==> src/rtl/c_realign_buffer_pkg.sv <==
`default_nettype none
// ============================================================================
// Module  : c_realign_pkg
// Brief   : Shared types, constants and helpers for the halfword realign
//           buffer (state encoding, RVC classification).
// Revision: 1.0 - initial release
// ============================================================================
package c_realign_pkg;

    localparam int         HW_W         = 16;
    localparam logic [1:0] RVC_OPC_FULL = 2'b11;

    // ST_ALIGN: waiting for the first beat after reset/flush (leading halfwords dropped)
    // ST_RUN  : steady-state streaming, every halfword of a beat is kept
    typedef enum logic [0:0] {
        ST_ALIGN = 1'b0,
        ST_RUN   = 1'b1
    } state_t;

    // A halfword starts a compressed instruction unless its low two bits are 2'b11
    function automatic logic is_rvc(input logic [HW_W-1:0] hw);
        return (hw & {{(HW_W-2){1'b0}}, RVC_OPC_FULL}) != {{(HW_W-2){1'b0}}, RVC_OPC_FULL};
    endfunction

endpackage : c_realign_pkg
`default_nettype wire

==> src/rtl/c_realign_buffer_hw_fifo.sv <==
`default_nettype none
// ============================================================================
// Module  : c_hw_fifo
// Brief   : Circular halfword buffer. Accepts 0..FETCH_HW halfwords per cycle,
//           releases 0..2 per cycle, exposes occupancy and the two head
//           entries. Depth need not be a power of two.
// Revision: 1.0 - initial release
// ============================================================================
module c_hw_fifo
    import c_realign_pkg::*;
#(
    parameter int FETCH_HW = 2,
    parameter int DEPTH_HW = 6,
    localparam int PW  = (DEPTH_HW > 1) ? $clog2(DEPTH_HW) : 1,
    localparam int CW  = $clog2(DEPTH_HW + 1),
    localparam int PCW = $clog2(FETCH_HW + 1)
) (
    input  logic                     clk,
    input  logic                     rst,
    input  logic                     i_clear,
    input  logic [HW_W*FETCH_HW-1:0] i_push_data,
    input  logic [PCW-1:0]           i_push_cnt,
    input  logic [1:0]               i_pop_cnt,
    output logic [CW-1:0]            o_count,
    output logic [HW_W-1:0]          o_hw0,
    output logic [HW_W-1:0]          o_hw1
);

    logic [HW_W-1:0] r_mem [DEPTH_HW];
    logic [PW-1:0]   r_rd;
    logic [PW-1:0]   r_wr;
    logic [CW-1:0]   r_count;

    // Modulo-DEPTH_HW reduction; callers never exceed 2*DEPTH_HW-1
    function automatic logic [PW-1:0] f_wrap(input logic [PW:0] v);
        if (v >= (PW+1)'(DEPTH_HW))
            return PW'(v - (PW+1)'(DEPTH_HW));
        else
            return PW'(v);
    endfunction

    logic [PW-1:0] w_rd_p1;
    assign w_rd_p1 = f_wrap({1'b0, r_rd} + (PW+1)'(1));

    // Storage writes: halfword j of the (already shifted) beat lands at wr+j
    always_ff @(posedge clk) begin
        for (int j = 0; j < FETCH_HW; j++) begin
            if (!i_clear && (PCW'(j) < i_push_cnt))
                r_mem[f_wrap({1'b0, r_wr} + (PW+1)'(j))] <= i_push_data[j*HW_W +: HW_W];
        end
    end

    // Pointer and occupancy bookkeeping; clear wins over concurrent push/pop
    always_ff @(posedge clk or posedge rst) begin
        if (rst) begin
            r_rd    <= '0;
            r_wr    <= '0;
            r_count <= '0;
        end else if (i_clear) begin
            r_rd    <= '0;
            r_wr    <= '0;
            r_count <= '0;
        end else begin
            r_rd    <= f_wrap({1'b0, r_rd} + (PW+1)'(i_pop_cnt));
            r_wr    <= f_wrap({1'b0, r_wr} + (PW+1)'(i_push_cnt));
            r_count <= r_count + CW'(i_push_cnt) - CW'(i_pop_cnt);
        end
    end

    assign o_count = r_count;
    assign o_hw0   = r_mem[r_rd];
    assign o_hw1   = r_mem[w_rd_p1];

endmodule : c_hw_fifo
`default_nettype wire

==> src/rtl/c_realign_buffer.sv <==
`default_nettype none
// ============================================================================
// Module  : c_realign_buffer
// Brief   : Halfword-granular fetch buffer between I-memory and decode.
//           Reassembles mixed 16/32-bit instructions (including ones that
//           straddle fetch words), drops leading halfwords after a redirect,
//           and uses valid/ready on both sides.
// Revision: 1.0 - initial release
// ============================================================================
module c_realign_buffer
    import c_realign_pkg::*;
#(
    parameter int          FETCH_HW = 2,
    parameter int          DEPTH_HW = 6,
    parameter logic [31:0] RESET_PC = 32'h0000_0000,
    parameter logic [31:0] NOP_INST = 32'h0000_0013
) (
    input  logic                     clk,
    input  logic                     reset,
    input  logic                     flush_i,
    input  logic [31:0]              flush_pc_i,
    input  logic                     fetch_valid_i,
    input  logic [HW_W*FETCH_HW-1:0] fetch_data_i,
    output logic                     fetch_ready_o,
    output logic                     out_valid_o,
    input  logic                     out_ready_i,
    output logic [31:0]              inst_o,
    output logic [31:0]              pc_o,
    output logic                     is_compressed_o
);

    localparam int CW  = $clog2(DEPTH_HW + 1);
    localparam int PCW = $clog2(FETCH_HW + 1);
    // Drop index width: halfword position of a PC inside one fetch word
    localparam int DW  = (FETCH_HW > 1) ? $clog2(FETCH_HW) : 1;
    localparam logic [DW-1:0] c_RESET_DROP = (FETCH_HW > 1) ? RESET_PC[DW:1] : '0;

    state_t          r_state;
    logic [DW-1:0]   r_drop;
    logic [31:0]     r_head_pc;

    logic [CW-1:0]   w_count;
    logic [HW_W-1:0] w_hw0;
    logic [HW_W-1:0] w_hw1;
    logic            w_head_rvc;
    logic            w_push;
    logic            w_pop;
    logic [PCW-1:0]  w_push_cnt;
    logic [1:0]      w_pop_cnt;
    logic [HW_W*FETCH_HW-1:0] w_push_data;
    logic [31:0]     w_flush_pc;
    logic [DW-1:0]   w_flush_drop;
    logic [DW-1:0]   w_shift_hw;

    // Redirect target with bit 0 forced low (halfword alignment)
    assign w_flush_pc = flush_pc_i & 32'hFFFF_FFFE;

    if (FETCH_HW > 1) begin : g_drop
        assign w_flush_drop = w_flush_pc[DW:1];
    end else begin : g_no_drop
        assign w_flush_drop = '0;
    end

    // Head classification and delivery handshake
    assign w_head_rvc  = is_rvc(w_hw0);
    assign out_valid_o = (w_count != '0) && (w_head_rvc || (w_count >= CW'(2)));
    assign w_pop       = out_valid_o && out_ready_i && !flush_i;
    assign w_pop_cnt   = w_pop ? (w_head_rvc ? 2'd1 : 2'd2) : 2'd0;

    // Fetch side: only a full beat of free space grants ready (no pop credit)
    assign fetch_ready_o = (w_count <= CW'(DEPTH_HW - FETCH_HW)) && !reset;
    assign w_push        = fetch_valid_i && fetch_ready_o && !flush_i;
    assign w_shift_hw    = (r_state == ST_ALIGN) ? r_drop : '0;
    assign w_push_data   = fetch_data_i >> (HW_W * int'(w_shift_hw));
    assign w_push_cnt    = w_push ? (PCW'(FETCH_HW) - PCW'(w_shift_hw)) : '0;

    assign inst_o          = !out_valid_o ? NOP_INST
                           : w_head_rvc   ? {16'h0000, w_hw0}
                           :                {w_hw1, w_hw0};
    assign pc_o            = r_head_pc;
    assign is_compressed_o = out_valid_o && w_head_rvc;

    c_hw_fifo #(
        .FETCH_HW (FETCH_HW),
        .DEPTH_HW (DEPTH_HW)
    ) u_fifo (
        .clk         (clk),
        .rst         (reset),
        .i_clear     (flush_i),
        .i_push_data (w_push_data),
        .i_push_cnt  (w_push_cnt),
        .i_pop_cnt   (w_pop_cnt),
        .o_count     (w_count),
        .o_hw0       (w_hw0),
        .o_hw1       (w_hw1)
    );

    // Align/run FSM, drop count and head PC tracking; flush has top priority
    always_ff @(posedge clk or posedge reset) begin
        if (reset) begin
            r_state   <= ST_ALIGN;
            r_drop    <= c_RESET_DROP;
            r_head_pc <= RESET_PC;
        end else if (flush_i) begin
            r_state   <= ST_ALIGN;
            r_drop    <= w_flush_drop;
            r_head_pc <= w_flush_pc;
        end else begin
            if (r_state == ST_ALIGN && w_push)
                r_state <= ST_RUN;
            if (w_pop)
                r_head_pc <= r_head_pc + (w_head_rvc ? 32'd2 : 32'd4);
        end
    end

endmodule : c_realign_buffer
`default_nettype wire

==> config.mk <==
export PLATFORM = sky130hd
export DESIGN_NAME = c_realign_buffer
export DESIGN_NICKNAME = d
export VERILOG_FILES = /design/src/rtl/c_realign_buffer_pkg.sv /design/src/rtl/c_realign_buffer_hw_fifo.sv /design/src/rtl/c_realign_buffer.sv
export SDC_FILE = /design/constraint.sdc
export NUM_CORES = 1
export LEC_CHECK = 0
export ABC_CLOCK_PERIOD_IN_PS = 4800
export BUFFER_PORTS_ARGS = -buffer_cell sky130_fd_sc_hd__clkbuf_2
export CAP_MARGIN = 15
export CORE_MARGIN = 5
export CORE_UTILIZATION = 60
export CTS_BUF_LIST = sky130_fd_sc_hd__clkbuf_8
export CTS_CLUSTER_DIAMETER = 50
export DETAILED_ROUTE_END_ITERATION = 8
export GPL_ROUTABILITY_DRIVEN = 0
export PLACE_DENSITY = 0.8
export SLEW_MARGIN = 30
export SYNTH_ARGS = -nofsm -noshare
export SYNTH_HDL_FRONTEND = slang
export SYNTH_SLANG_ARGS = --single-unit
==> constraint.sdc <==
create_clock -name clk -period 4.8 [get_ports clk]
set_clock_uncertainty 0.2 [all_clocks]
set_input_delay 0.48 -clock clk [delete_from_list [all_inputs] [get_ports clk]]
set_output_delay 0.48 -clock clk [all_outputs]
set_load 0.1 [all_outputs]
==> results.cfg <==
[yosys]
synth.avg_cell_area_sq_um = 10.88
synth_edf_count = 96
ys.flop_type = edfxtp_1
synth-seq-cells = 138
synthArstFlopShare_pct = 30.43
syn_area_sq_um = 9007
ys_warn_count = 0
synth_nets = 915
synth.yosys.seq_area_share_pct = 43.67
synth.distinct_cells = 64
synth_cells = 828

[placement]
dpl-instance-area_sq_um = 10410
dp_hpwl_mm = 15.84
portBuffers = 133
preCtsSetupSlack_ns = 0.7709
dpl.cell_count = 1110

[min_path]
hp-class = in2reg

[pwr]
ir_worst_vdd_mv = 0.2684
p_leak_nw = 4.003
intPower_mw = 2.310
p_sw_share_pct = 44.87
comb_power_share_pct = 44.5
p_clk_share_pct = 21.2
seqPwrFrac_pct = 34.3
power_density_nw_per_um2 = 389.0
power.net_switching_mw = 1.880
power.total_mw = 4.190

[clock_network]
cts_buffer_depth = 2
cts-root-buf = clkbuf_8
cts_htree_levels = 4
post_cts_resized = 0
clock_sinks = 138
cts_buffers = 17
ctsHoldBuffers = 1
cts_setup_buffers = 0
clkLatencyLatePin_ns = 0.45
cts_tree = built
clkTransAtPathRegs_ns = 0.08

[route]
drt_first_pass_iters = 5
vias_per_cell = 6.451
drt_iter0_drc = 624
drt-wirelength-per-cell_um = 20.85
vias = 7374
drt-total-wl_mm = 23.83
drcViolationCount = 0
antenna_left = 0

[layout]
nets = 1033
fill_cells = 1008
final_cell_area_sq_um = 10770
n_antenna_cell = 0
area_growth_pct = 19.57
layout.area.seq_sq_um = 3938
drive_gt1_share_pct = 34.93
multiInputGateArea_sq_um = 4936
final_cells = 1143

[global_routing]
global_route.usage.met3_pct = 6.188
grt_pass1_wl_mm = 37.58
grt-ovfl-total = 0
met1_usage_pct = 34.91
antenna_found_initial = 0
grt_util_met2_pct = 43.76
grt_usage_pct = 27.03
grt_pass1_vias = 7100
busiest_layer = met2
grt_max_degree = 81

[sta]
worst_slew_margin_rel_pct = 44.04
hold_viol_final = 0
tightestPinTransition_ns = 0.8395
max_freq_ghz = 0.2185
setup_violations = 0
rsz0062_at_grt = false
setup_ws_ns = 0.2233
maxSlewViolCount = 0
fin_crit_sh_pct = 95.35
min_period_ns = 4.577

[setup_path]
worstPathCellList = ha_1 -> and3_1 -> nor3_2 -> buf_4 -> a21o_1 -> buf_4 -> nand3_1 -> a311oi_4 -> buf_12
cp_common_cell = buf_4
path_delay_family = compound AO/OA/AOI/OAI gates
cp_slowest_cell = dfrtp_4
worst-setup-path-type = reg2out
critPathMaxStageDelay_ns = 0.77
cp_max_fo = 45
cp-start-kind = flip-flop
cp.buffers_inverters = 3
endpoint_kind = primary output
arrival_ns = 3.90
worstPathRequired_ns = 4.12

[run_status]
status = complete, no violations

[floorplan]
pin_count = 136
die_w_um = 132.5
initial_core_util_pct = 61.51
rows = 44
dieArea_sq_um = 17560
core_area_sq_um = 14640
die_h_um = 132.5

[run]
maxCapViolCount = 0
-- synthesized netlist by cell type (16+ instances only) --
library cell	count	area [sq um]
nand2_1	60	225.2
a211oi_1	53	397.9
o21ai_0	31	155.2
mux2i_1	24	240.2
inv_1	34	127.6
a31oi_1	16	100.1
dfrtp_1	42	1051
edfxtp_1	96	2883
nor2_1	52	195.2
buf_2	17	85.08
nand3_1	27	135.1
mux4_2	19	427.9
nor2b_1	33	206.5
clkbuf_1	38	142.6
mux2_2	96	1081
-- worst paths after layout --
kind | from | endpoint | slack (ns) | depth (start not counted)
worst max-delay path | u_fifo.r_rd[0]$_DFF_PP0_ | inst_o[20] | 0.22 | 9
worst min-delay path | flush_pc_i[3] | pc_o[3]$_DFFE_PP0N_ | 0.04 | 3
worst max register to register | u_fifo.r_rd[0]$_DFF_PP0_ | pc_o[21]$_DFFE_PP0N_ | 0.77 | 11
worst min register to register | r_state$_DFFE_PP0P_ | r_state$_DFFE_PP0P_ | 0.35 | 2
max in group asynchronous | reset | u_fifo.r_rd[0]$_DFF_PP0_ | 3.46 | 4
min in group asynchronous | reset | u_fifo.r_rd[1]$_DFF_PP0_ | 0.54 | 4
-- layer usage --
metal	up-vias	share of wire, %
li1	3401	-
met1	3522	40
met2	380	48
met3	71	8.9
met4	0	3.2
met5	-	0
-- area by class of cell --
class                   count  share of cell area (%)
multi-input cells         593                   45.83
repair buffers            161                   10.99
inverters                  35                   1.220
flip-flops and latches    138                   36.56
clock inverters            15                   1.092
clock buffers              17                   2.172
well taps                 184                   2.138
-- state kept, by name, summed over array words and instances (netlist names) --
register / flops
pc_o: 31
r_drop: 1
r_state: 1
u_fifo.o_count: 3
u_fifo.r_mem: 96
u_fifo.r_rd: 3
u_fifo.r_wr: 3
-- power by group through the flow --
stage | registers, mW | logic, mW | clock network (mW)
floorplan | 1.62 | 1.23 | 0
global placement | 1.46 | 1.82 | 0
detailed placement | 1.46 | 1.85 | 0
CTS | 1.44 | 1.86 | 0.899
global route | 1.45 | 1.95 | 0.953
finish | 1.44 | 1.86 | 0.889
-- logic make-up (layout without fill, tap and decap cells) --
| kind of cell | after synthesis | after routing | synth area share (%) |
|---|---|---|---|
| simple gates | 235 | 235 | 13.18 |
| compound gates | 183 | 183 | 14.78 |
| mux | 139 | 139 | 19.42 |
| flops | 138 | 138 | 43.67 |
| buf+inv | 97 | 228 | 4.334 |
| fa+ha+maj | 18 | 18 | 2.917 |
| xor+xnor | 17 | 17 | 1.653 |
| other cells | 1 | 1 | 0.04163 |
-- stage by stage --
stage	TNS, ns	hold WS (ns)	util, %
after global routing	0	0.02815	73.55
after floorplan	-0.1608	0.3167	-
after detailed placement	0	0.3442	71.08
after CTS	0	0.01128	73.55
final	0	0.03737	73.55
after global placement	0	0.3296	70.83
-- worst register-to-register path, stage by stage (launching register included) --
cell and delay [ns]:
dfrtp_4 0.77, mux4_2 0.65, nand2_1 0.10, o21ai_1 0.20
inv_1 0.24, ha_1 0.22, fa_1 0.22, inv_1 0.05
nor2_1 0.31, o21ai_2 0.30, or4_1 0.53, a31oi_1 0.16
-- layout by cell type (no fill, tap or decap), types with 17 or more instances in the layout --
master / instances
nor2_1: 52
nand3_1: 27
mux2i_1: 24
buf_12: 19
edfxtp_1: 96
mux4_2: 19
buf_4: 26
a211oi_1: 53
nor2b_1: 33
inv_1: 37
mux2_2: 96
dfrtp_1: 41
nand2_1: 60
clkbuf_2: 114
o21ai_0: 30
clkbuf_8: 17
Power figures use the tool's default switching activity.
